===== config.mk =====
export PLATFORM = sky130hd
export DESIGN_NAME = core_pcgen_hs
export DESIGN_NICKNAME = d
export VERILOG_FILES = /design/src/rtl/core_pcgen_hs.sv
export SDC_FILE = /design/constraint.sdc
export NUM_CORES = 1
export LEC_CHECK = 0
export ABC_AREA = 1
export CAP_MARGIN = 20
export CORE_AREA = 3 3 86 88
export CTS_BUF_LIST = sky130_fd_sc_hd__clkbuf_8
export DETAILED_ROUTE_END_ITERATION = 8
export DIE_AREA = 0 0 89 91
export DONT_BUFFER_PORTS = 1
export GPL_ROUTABILITY_DRIVEN = 0
export GPL_TIMING_DRIVEN = 0
export PLACE_DENSITY = 0.77
export SYNTH_ARGS = -nofsm -noshare
export SYNTH_HDL_FRONTEND = slang
export SYNTH_SLANG_ARGS = --single-unit

===== constraint.sdc =====
create_clock -name clk_i -period 2 [get_ports clk_i]
set_clock_uncertainty 0.2 [all_clocks]
set_input_delay 0.2 -clock clk_i [delete_from_list [all_inputs] [get_ports clk_i]]
set_output_delay 0.2 -clock clk_i [all_outputs]
set_load 0.01 [all_outputs]

===== src/rtl/core_pcgen_hs.sv =====
// Fetch-stage PC generator with valid/ready request handshake, boot delay and misaligned-jump trap.
// Optional compressed-instruction support is enabled by defining RVC_EN.
module core_pcgen_hs #(
  parameter int unsigned           XLEN       = 32,
  parameter logic [XLEN-1:0]       RESET_ADDR = '0,
  parameter int unsigned           BOOT_DELAY = 4
) (
  input  logic            clk_i,
  input  logic            rst_n_i,
  input  logic            reset_flag_i,
  input  logic            jump_flag_i,
  input  logic [XLEN-1:0] jump_addr_i,
  input  logic            hold_flag_i,
  input  logic            inst_is_c_i,
  input  logic            req_ready_i,
  output logic            req_valid_o,
  output logic [XLEN-1:0] pc_o,
  output logic            misalign_o,
  output logic [XLEN-1:0] badaddr_o
);

  typedef enum logic [1:0] {
    S_BOOT = 2'd0,
    S_RUN  = 2'd1,
    S_TRAP = 2'd2
  } state_e;

  // BOOT_DELAY of 0 or 1 both leave boot on the first clock after reset.
  localparam logic [3:0] BOOT_LAST = 4'((BOOT_DELAY == 0) ? 0 : BOOT_DELAY - 1);

  state_e          state_q, state_d;
  logic [3:0]      cnt_q, cnt_d;
  logic [XLEN-1:0] pc_q, pc_d;
  logic            misalign_q, misalign_d;
  logic [XLEN-1:0] badaddr_q, badaddr_d;
  logic            jump_misaligned;
  logic [XLEN-1:0] pc_incr;

`ifdef RVC_EN
  assign jump_misaligned = jump_addr_i[0];
  assign pc_incr         = inst_is_c_i ? XLEN'(2) : XLEN'(4);
`else
  logic unused_inst_is_c;
  assign unused_inst_is_c = inst_is_c_i;
  assign jump_misaligned  = |jump_addr_i[1:0];
  assign pc_incr          = XLEN'(4);
`endif

  always_ff @(posedge clk_i or negedge rst_n_i) begin
    if (!rst_n_i) begin
      state_q    <= S_BOOT;
      cnt_q      <= '0;
      pc_q       <= RESET_ADDR;
      misalign_q <= 1'b0;
      badaddr_q  <= '0;
    end else begin
      state_q    <= state_d;
      cnt_q      <= cnt_d;
      pc_q       <= pc_d;
      misalign_q <= misalign_d;
      badaddr_q  <= badaddr_d;
    end
  end

  always_comb begin
    state_d     = state_q;
    cnt_d       = cnt_q;
    pc_d        = pc_q;
    misalign_d  = misalign_q;
    badaddr_d   = badaddr_q;
    req_valid_o = 1'b0;

    unique case (state_q)
      S_BOOT: begin
        if (reset_flag_i) begin
          cnt_d = '0;
          pc_d  = RESET_ADDR;
        end else if (cnt_q == BOOT_LAST) begin
          state_d = S_RUN;
          cnt_d   = '0;
        end else begin
          cnt_d = cnt_q + 4'd1;
        end
      end
      S_RUN, S_TRAP: begin
        req_valid_o = (state_q == S_RUN) && !hold_flag_i;
        if (reset_flag_i) begin
          state_d    = S_BOOT;
          cnt_d      = '0;
          pc_d       = RESET_ADDR;
          misalign_d = 1'b0;
        end else if (jump_flag_i && !jump_misaligned) begin
          state_d    = S_RUN;
          pc_d       = jump_addr_i;
          misalign_d = 1'b0;
        end else if (jump_flag_i) begin
          state_d    = S_TRAP;
          badaddr_d  = jump_addr_i;
          misalign_d = 1'b1;
        end else if (req_valid_o && req_ready_i) begin
          pc_d = pc_q + pc_incr;
        end
      end
      default: begin
        state_d = S_BOOT;
        cnt_d   = '0;
      end
    endcase
  end

  assign pc_o       = pc_q;
  assign misalign_o = misalign_q;
  assign badaddr_o  = badaddr_q;

endmodule

==> results of run 1 <==
-- worst min-delay path by stage --
stage,from,endpoint,slack [ns],cells past startpoint
finish,rst_n_i,badaddr_o[11]$_DFFE_PN0P_,-0.66,0
detailed placement,rst_n_i,badaddr_o[9]$_DFFE_PN0P_,-0.29,0
global route,rst_n_i,badaddr_o[9]$_DFFE_PN0P_,-0.68,0
global placement,rst_n_i,badaddr_o[9]$_DFFE_PN0P_,-0.29,0
CTS,rst_n_i,badaddr_o[9]$_DFFE_PN0P_,-0.67,0
floorplan,rst_n_i,badaddr_o[0]$_DFFE_PN0P_,-0.30,0
-- worst max-delay path: cells and delay by family, from the launching register on --
kind | cells | cell delay (ns)
adders and majority gates | 1 | 0.21
DFF | 1 | 0.40
and+or+nand+nor | 2 | 0.21
muxes | 1 | 0.35
buffers and inverters | 4 | 0.45
-- layer usage --
layer	vias to the layer above	GRT usage [%]	wire (microns)
li1	1797	-	-
met1	1753	34.48	4372
met2	183	42.70	5190
met3	35	7.713	954
met4	0	7.692	274
met5	-	0	0
-- synthesized netlist by cell type, drive strengths merged (3+ instances only) --
cell	n
inv	64
nor2	48
nand2	190
nor3	3
dfrtp	71
o21ai	42
clkbuf	5
ha	5
nand3	42
buf	7
nand4	5
a21oi	7
mux2	20
o22ai	6
-- sequential cells by signal, summed over array words and instances, names as in the netlist --
name / cells
cnt_q: 4
pc_o: 32
state_q: 2
badaddr_o: 32
misalign_o: 1
-- cell families (layout without fill, tap and decap cells) --
logic type,Yosys count,count (layout)
buffers and inverters,76,138
and+or+nand+nor,290,291
DFF,71,71
adders and majority gates,5,5
xor gates and xnor gates,2,2
muxes,20,20
AOI/OAI and AO/OA,62,62
-- power breakdown --
| part | switching [mW] | internal, mW | total, mW |
|---|---|---|---|
| Sequential | 0.619 | 1.90 | 2.52 |
| Combinational | 1.21 | 1.11 | 2.32 |
| Clock | 0.529 | 0.427 | 0.956 |
-- layout make-up --
class                      instances  area, sq um  share of cell area, %
timing repair buffer              48        490.5                  10.09
buffer                            12        101.3                  2.084
clock buffer                       9        123.9                  2.548
inverter                          64        247.7                  5.095
tap                               80        100.1                  2.059
clock inverter                     5        28.78                 0.5919
sequential                        71         1783                  36.67
multi-input combinational        380         1987                  40.86
-- timing repair --
action,4_1_cts,5_1_grt
buffers inserted,8,5
endpoints found under the setup margin,60,58
pin swaps,3,8
hold endpoints to repair,139,71
cloned,1,1
gates resized for setup,14,29
-- layout by cell type (no fill, tap or decap), types with 3 or more instances in the layout --
cell	n
o22ai_1	6
inv_2	5
dfrtp_1	66
buf_4	13
o21ai_0	34
dlygate4sd3_1	33
nor2_1	36
dfrtp_2	5
nand2_1	186
o21ai_1	8
ha_1	3
buf_6	3
nand4_1	5
nor2_2	3
inv_4	3
nor3_1	3
inv_1	57
nand3_1	40
nor2_4	9
mux2_2	20
nand2_2	3
clkbuf_2	3
clkbuf_8	9
a21oi_1	7
==> summary.md, run 1 <==
| Metric | Value |
|---|---|
| Filler cells | slightly above 500 |
| PD cells | 1192 mW/mm^2 |
| Syn Std Cell Area | 0.003975 sq mm |
| ANT cells | 0 |
| Setup TNS | 0 ns |
| Synth unique cells | 32 |
| Syn Area/Cell | 7.557 sq um |
| Slew HR | 62.77% |
| Clock Latency Late Sink | 0.35 ns |
| Post-synthesis compound-gate area fraction | 8.656% |
| Worst Tran Pin Value | 0.5564 ns |
| CP Class | reg -> reg |
| Final Hold Fails | 71 |
| Detail Placement HPWL | 7371 microns |
| Layout cells sized above 1 | 16.13% |
| Clk root buf | clkbuf_8 |
| CTS tree | done |
| Predominant post-synthesis flop cell | dfrtp_1 |
| Die width | 89 microns |
| Total power | 5.794 mW |
| CTS Hold Bufs | 34 |
| Post-DR vias/cell | 5.632 |
| Die area | about 0.0081 sq mm |
| H-tree lvl count | 3 |
| Final setup margin | 0.07435 ns |
| CP peak stage delay | approximately 0.40 ns |
| Post-synthesis xor/xnor area fraction | 0.4407% |
| Largest family of logic cells by synthesized area | simple AND/OR/NAND/NOR gates |
| Layout area overhead | 22.32% |
| Crit path from | state_q[0]$_DFFE_PN0P_ |
| CP startpoint kind | flop |
| Mapped Cells | around 530 |
| Multiplexer share of the synthesized area | 5.666% |
| Core area | 0.006719 sq mm |
| Finished Core Util | between 70% and 80% |
| Seq cells post-synth | 71 |
| CTS Sinks | 71 |
| Input/output buffers | 0 |
| DRC | 0 |
| Vias in the first global route | around 3500 |
| Area share of the largest cell type after synthesis | between 40% and 50% |
| Lkg Pwr | 2.294 nW |
| Fin crit period | between 1.5 and 2 ns |
| Async S/R FF share, synth | 100.0% |
| Ys Warns | 0 |
| # IOs | 105 |
| Failing checks | negative hold slack |
| Grt total ovfl | 0 |
| Peak supply drop | 0.001088 V |
| Initial antenna violation count | 0 |
| Post-synthesis simple-gate area fraction | 31.22% |
| Initial core utilization | 59.16% |
| Crit share post-route | a little over nine tenths |
| CP max FO | 10 |
| Post-place setup slack | -0.2153 ns |
| Synth area leader | dfrtp_1 |
| R2R Setup Slk | 0.07 ns |
| Cells along the critical path | inv_2 > ha_4 > inv_4 > nor2_2 > nand2_4 > buf_12 > buf_6 > mux2_2 |
| Final wirelength | 10790 microns |
| Crit-path slowest cell | dfrtp_1 |
| Adder-cell share of the synthesized area | 1.574% |
| DR iter-0 viols | 235 |
| Drt first pass iters | 5 |
| Status | finished, violations left |
| Max Freq | 519.3 MHz |
| Critical path endpoint category | flop |
| Placed cell count | between 600 and 700 |
| DR WL/cell | 16.13 microns |
| Fin cells | 669 |
| RSZ-0062 raised after global routing | yes |
| Chip height | 91 microns |
| Final ANT Viol Nets | 0 |
| DR vias | about 3800 |
| TritonCTS buffer count | 9 |
| Hold Path Class | in -> async |
| Final instance area | around 0.005 sq mm |
| Setup violations, final | 0 |
| Worst EP arrival | a little under 2 ns |
| GRT Total Usage | 26.53% |
| Max_cap viols | 0 |
| Largest net degree at the start of global routing | about 70 |
| CTS clock-pin slew for the worst setup and hold paths | 0.08 ns |
| Worst r2r path cells | 8 |
| Critical path endpoint | badaddr_o[3]$_DFFE_PN0P_ |
| Syn nets | 570 |
| Synth area leaders | dfrtp_1 45%, nand2_1 18%, mux2_2 5.7%, inv_1 5.5%, nand3_1 5.0% |
| Row cnt | 30 |
| CTS Buffer Depth | 2 |
| First-pass GRT wire length | 16920 microns |
| Worst hold margin | -0.6626 ns |
| Post-synthesis sequential area ratio | 44.70% |
| EDFF count, synth | 0 |
| Max-slew violations | 0 |
| R2r endpoint | badaddr_o[3]$_DFFE_PN0P_ |
| Final nets | between 600 and 700 |
| CP required | 2.03 ns |
| Worst reg2reg path startpoint | state_q[0]$_DFFE_PN0P_ |
| Dpl cell area | 0.004075 sq mm |
Power figures use the tool's default switching activity.
==> run 2: changes to the inputs <==
Settings changed: SKIP_CTS_REPAIR_TIMING from default to 1.
==> run 2 against run 1 <==
  * The run ends with negative hold slack, negative setup slack left
  * Via count is 2.1% higher
  * Critical path depth is 4 higher
  * Sequential cell count stayed put
  * First-iteration DRC count is 54% higher
  * Count of clock-buffer cells in the layout stayed put
==> summary.md, run 2 (same netlist as run 1, synthesis figures left out) <==
| Metric | Value |
|---|---|
| Status | finished, violations left |
| Failing checks | negative hold slack, negative setup slack |
| Post-place setup slack | -0.2153 ns (unchanged) |
| Worst Tran Pin Value | 0.5760 ns (+0.01953 ns) |
| Fin cells | 676 (+1.0%) |
| CTS Buffer Depth | 2 (unchanged) |
| DRC | 0 (unchanged) |
| Worst hold margin | -0.6607 ns (+0.001903 ns) |
| DR WL/cell | 16.67 microns (+3.3%) |
| Critical path endpoint category | flop |
| Clk root buf | clkbuf_8 |
| CP peak stage delay | 0.40 ns (about the same) |
| Most frequent cells in the layout | 167 x nand2_1, 66 x dfrtp_1, 57 x inv_1 |
| Met2 usage | 40.10% (-2.6 points) |
| Max_cap viols | 0 (unchanged) |
| Initial antenna violation count | 0 (unchanged) |
| Placed cell count | 606 (unchanged) |
| Die width | 89 microns (unchanged) |
| Final setup margin | -0.05158 ns (-0.1259 ns) |
| H-tree lvl count | 3 (unchanged) |
| Die area | 0.008099 sq mm (unchanged) |
| Finished Core Util | 74.56% (+2.2 points) |
| Chip height | 91 microns (unchanged) |
| Most common cell on crit path | nor2_4 |
| Layout area overhead | 26.03% |
| CP Class | reg -> reg |
| Filler cells | 483 (-4.9%) |
| CP required | 2.04 ns (about the same) |
| Max-slew violations | 0 (unchanged) |
| Setup violations, final | 29 (+29) |
| Crit-path slowest cell | dfrtp_1 |
| Met1 global-route usage | 33.31% (-1.2 points) |
| CTS tree | done |
| Max Freq | 487.4 MHz (-6.1%) |
| DR iter-0 viols | 363 (+54%) |
| Hold Path Class | in -> async |
| Peak supply drop | 0.0009075 V (-17%) |
| Drt first pass iters | 5 (unchanged) |
| Cells along the critical path | inv_2 > ha_4 > clkinv_4 > nor2_4 > inv_4 > nor2_4 > nand2_2 > nand3_4 > nor2_8 > buf_4 > nand2_1 > o21ai_1 |
| Final ANT Viol Nets | 0 (unchanged) |
| GR peak layer | met2 |
| Final wirelength | 11270 microns (+4.4%) |
| Grt total ovfl | 0 (unchanged) |
| Lkg Pwr | 2.330 nW (+1.6%) |
| CP startpoint kind | flop |
| Core area | 0.006719 sq mm (unchanged) |
| ANT cells | 0 (unchanged) |
| RSZ-0062 raised after global routing | yes |
| Setup TNS | -0.8436 ns (-0.8436 ns) |
| First-pass GRT wire length | 15900 microns (-6.0%) |
| PD cells | 1226 mW/mm^2 (+2.9%) |
| Slew HR | 61.46% (-1.3 points) |
| R2R Setup Slk | -0.05 ns (-0.13 ns) |
| Fin crit period | 2.052 ns (+0.1259 ns) |
| Layout cells sized above 1 | 20.47% (+4.3 points) |
| Final nets | 637 (+1.1%) |
| Worst EP arrival | 2.09 ns (+0.14 ns) |
| M3 GR Usage | 6.897% (-0.82 points) |
| # IOs | 105 (unchanged) |
| Clock Latency Late Sink | 0.34 ns (about the same) |
| Vias in the first global route | 3284 (-6.5%) |
| Post-DR vias/cell | 5.689 (+1.0%) |
| Row cnt | 30 (unchanged) |
| Final Hold Fails | 71 (unchanged) |
| TritonCTS buffer count | 9 (unchanged) |
| DR vias | 3846 (+2.1%) |
| Largest net degree at the start of global routing | 72 (unchanged) |
| CP max FO | 7 (-3) |
| Initial core utilization | 59.16% (unchanged) |
| Crit share post-route | 102.6% (+6.3 points) |
| CTS clock-pin slew for the worst setup and hold paths | 0.08 ns (about the same) |
| CTS Sinks | 71 (unchanged) |
| Most common cell after layout, fill and taps aside | nand2_1 |
| Detail Placement HPWL | 7371 microns (unchanged) |
| Input/output buffers | 0 (unchanged) |
| GRT Total Usage | 25.00% (-1.5 points) |
[run 2: changes by cell type in the layout (fill, tap and decap cells not counted), sizes merged]
cell,change
inv,-1
clkinv,+1
dlymetal6s4s,-1
buf,+4
dlygate4sd3,+3
clkbuf,+1
[run 2: report_power, final]
group          switching [mW]  leakage (nW)  internal [mW]
sequential              0.626         0.913           1.90
clock                   0.534        0.0781          0.427
combinational            1.37          1.34           1.29
[run 2: layout make-up]
cell class	count	area, sq um	area share, %
clock inverter	5	28.78	0.5744
tap	80	100.1	1.998
sequential	71	1783	35.59
timing repair buffer	55	554.3	11.06
inverter	64	250.2	4.995
multi-input combinational	380	2066	41.23
buffer	12	103.9	2.073
clock buffer	9	123.9	2.473
[run 2: final timing paths]
path	to	cells past startpoint	start
setup / recovery	pc_o[10]$_DFFE_PN0P_	12	state_q[0]$_DFFE_PN0P_
hold / removal	badaddr_o[9]$_DFFE_PN0P_	0	rst_n_i
setup reg to reg	pc_o[10]$_DFFE_PN0P_	12	state_q[0]$_DFFE_PN0P_
hold reg to reg	badaddr_o[9]$_DFFE_PN0P_	2	badaddr_o[9]$_DFFE_PN0P_
max in group asynchronous	pc_o[6]$_DFFE_PN0P_	0	rst_n_i
min in group clk_i	pc_o[18]$_DFFE_PN0P_	5	reset_flag_i
[run 2: worst max-delay path: cells and delay by family, from the launching register on]
family / cells / cell delay, ns
simple gates: 6 / 0.64
flops: 1 / 0.40
buf+inv: 4 / 0.36
fa+ha+maj: 1 / 0.28
compound gates: 1 / 0.06
[run 2: per-stage QoR]
step	hold slack (ns)	cell area [sq um]	total power, mW
2_1_floorplan	-0.2956	3975	3.719
3_3_place_gp	-0.2937	4075	4.101
3_5_place_dp	-0.2938	4075	4.185
4_1_cts	-0.6694	4228	5.136
5_1_grt	-0.6803	5010	6.466
6_report	-0.6607	5010	6.140
[run 2: metal layers]
metal / part of all wire, % / wire [microns]
met1: 41 / 4657
met2: 49 / 5473
met3: 8.2 / 921
met4: 1.9 / 214
met5: 0 / 0
==> run 3: changes to the inputs <==
Settings changed: CORE_AREA 3 3 86 88 to 3 3 88 90, CTS_BUF_LIST sky130_fd_sc_hd__clkbuf_8 to default, CTS_CLUSTER_SIZE from default to 10, DIE_AREA 0 0 89 91 to 0 0 91 93, PLACE_DENSITY 0.77 to 0.74.
==> run 3 against run 2 <==
  * The flow still finishes with violations (negative hold slack, negative setup slack)
  * Largest cell class unchanged
  * Fmax increased by 0.83%
  * Sequential share of layout area is 0.25 points lower
  * Setup slack better by 0.017 ns
  * Cell count increased by 3.0%
==> summary.md, run 3 (same netlist as run 1, synthesis figures left out) <==
| Metric | Value |
|---|---|
| Fin crit period | 2.035 ns (-0.01696 ns) |
| PD cells | 1226 mW/mm^2 (about the same) |
| Worst r2r path cells | 12 (unchanged) |
| CTS Buffer Depth | 2 (unchanged) |
| Combinational share of power | 40.6% (-2.6 points) |
| Setup violations, final | 25 (-14%) |
| Detail Placement HPWL | 7428 microns (+0.77%) |
| # IOs | 105 (unchanged) |
| Hold Path Class | in -> async |
| Total power | 6.185 mW (+0.73%) |
| Critical path endpoint category | flop |
| Row cnt | 31 (+3.3%) |
| Worst hold margin | -0.6709 ns (-0.01022 ns) |
| Filler cells | 569 (+18%) |
| Core area | 0.007137 sq mm (+6.2%) |
| CP Class | reg -> reg |
| ANT cells | 0 (unchanged) |
| Final setup margin | -0.03462 ns (+0.01696 ns) |
| CP startpoint kind | flop |
| Pint | 3.691 mW (+2.2%) |
| CTS clock-pin slew for the worst setup and hold paths | 0.08 ns (about the same) |
| Layout cells sized above 1 | 20.10% (-0.37 points) |
| Layout area overhead | 26.91% |
| Die width | 91 microns (+2.2%) |
| Status | finished, violations left |
| Final ANT Viol Nets | 0 (unchanged) |
| Clock Latency Late Sink | 0.36 ns (+0.02 ns) |
| Slew HR | 59.81% (-1.7 points) |
| Most frequent cells in the layout | 170 x nand2_1, 66 x dfrtp_1, 57 x inv_1 |
| Worst Tran Pin Value | 0.6007 ns (+0.02469 ns) |
| Final Hold Fails | 75 (+5.6%) |
| CTS Sinks | 71 (unchanged) |
| RSZ-0062 raised after global routing | yes |
| CP max FO | 10 (+3) |
| Multi-input gate area | 0.002046 sq mm (-0.97%) |
| Net Sw Power | 2.495 mW (-1.3%) |
| Clk root buf | clkbuf_8 |
| CP required | 2.05 ns (about the same) |
| Vias in the first global route | 3306 (+0.67%) |
| Max-slew violations | 0 (unchanged) |
| DR vias | 3742 (-2.7%) |
| Initial antenna violation count | 0 (unchanged) |
| Finished Core Util | 70.69% (-3.9 points) |
| R2r endpoint | pc_o[25]$_DFFE_PN0P_ |
| Crit share post-route | 101.7% (-0.85 points) |
| Max Freq | 491.5 MHz (+0.83%) |
| Final wirelength | 11250 microns (-0.11%) |
| Most common cell after layout, fill and taps aside | nand2_1 |
| CTS tree | done |
| DR WL/cell | 16.17 microns (-3.0%) |
| Chip height | 93 microns (+2.2%) |
| Drt first pass iters | 5 (unchanged) |
| Worst EP arrival | 2.08 ns (about the same) |
| Worst reg2reg path startpoint | state_q[0]$_DFFE_PN0P_ |
| R2R Setup Slk | -0.03 ns (+0.02 ns) |
| Switching share of power | 40.33% (-0.83 points) |
| First-pass GRT wire length | 16120 microns (+1.3%) |
| Clock Power Share | 18.6% (+3.0 points) |
| H-tree lvl count | 3 (unchanged) |
| Initial core utilization | 55.70% (-3.5 points) |
| Die area | 0.008463 sq mm (+4.5%) |
| TritonCTS buffer count | 9 (unchanged) |
| Max_cap viols | 0 (unchanged) |
| Largest net degree at the start of global routing | 72 (unchanged) |
| Lkg Pwr | 2.377 nW (+2.0%) |
| Sequential share of power | 40.8% (-0.3 points) |
| Final nets | 637 (unchanged) |
| Failing checks | negative hold slack, negative setup slack |
| DRC | 0 (unchanged) |
| Post-DR vias/cell | 5.376 (-5.5%) |
| GRT Total Usage | 24.07% (-0.93 points) |
| DR iter-0 viols | 354 (-2.5%) |
| Grt total ovfl | 0 (unchanged) |
| Peak supply drop | 0.001389 V (+53%) |
| Register area | 0.001783 sq mm (unchanged) |
| Input/output buffers | 0 (unchanged) |
## run 3: through the flow
stage	instances	instance area, sq um	TNS, ns	hold WS (ns)	setup slack, ns
3_5_place_dp	625	4099	-8.500	-0.2938	-0.2546
4_1_cts	640	4288	-9.169	-0.6755	-0.2653
6_report	696	5045	-0.2380	-0.6709	-0.03462
2_1_floorplan	526	3975	0	-0.2956	0.01228
5_1_grt	696	5045	-3.713	-0.6865	-0.1231
3_3_place_gp	625	4099	-5.305	-0.2937	-0.1904
## run 3: layer usage
layer / share of wire (%) / vias to the layer above / global-route usage, %
li1: - / 1803 / -
met1: 40 / 1769 / 31.48
met2: 51 / 151 / 38.57
met3: 7.4 / 19 / 5.632
met4: 1.7 / 0 / 10.18
met5: 0 / - / 0
## run 3: worst max-delay path by stage
stage	startpoint	endpoint
2_1_floorplan	state_q[0]$_DFFE_PN0P_	pc_o[5]$_DFFE_PN0P_
3_3_place_gp	state_q[0]$_DFFE_PN0P_	badaddr_o[4]$_DFFE_PN0P_
5_1_grt	state_q[0]$_DFFE_PN0P_	pc_o[17]$_DFFE_PN0P_
4_1_cts	state_q[1]$_DFFE_PN0P_	badaddr_o[4]$_DFFE_PN0P_
6_report	state_q[0]$_DFFE_PN0P_	pc_o[25]$_DFFE_PN0P_
3_5_place_dp	state_q[0]$_DFFE_PN0P_	badaddr_o[4]$_DFFE_PN0P_
## run 3: final cells by class
| type | instances | area share (%) |
|---|---|---|
| Multi-Input combinational cell | 379 | 40.55 |
| Clock buffer | 12 | 2.877 |
| Timing Repair Buffer | 56 | 10.79 |
| Inverter | 64 | 4.960 |
| Sequential cell | 71 | 35.34 |
| Tap cell | 99 | 2.455 |
| Buffer | 12 | 2.158 |
| Clock inverter | 3 | 0.8681 |
## run 3: power by group through the flow
stage | Clock, mW | Sequential [mW] | Combinational (mW)
final | 1.15 | 2.52 | 2.51
after global routing | 1.24 | 2.59 | 2.72
after CTS | 1.17 | 2.51 | 1.68
after detailed placement | 0 | 2.53 | 1.68
after global placement | 0 | 2.51 | 1.61
after floorplan | 0 | 2.40 | 1.32
## run 3: worst max-delay path, stage by stage, from the launching register on
cell      delay (ns)
dfrtp_1         0.37
inv_1           0.09
ha_4            0.28
clkinv_4        0.08
nor2_4          0.16
inv_4           0.06
nor2_4          0.09
nand2_2         0.07
nand3_4         0.15
nor2_8          0.08
buf_8           0.15
nand2_1         0.07
nand2_1         0.05
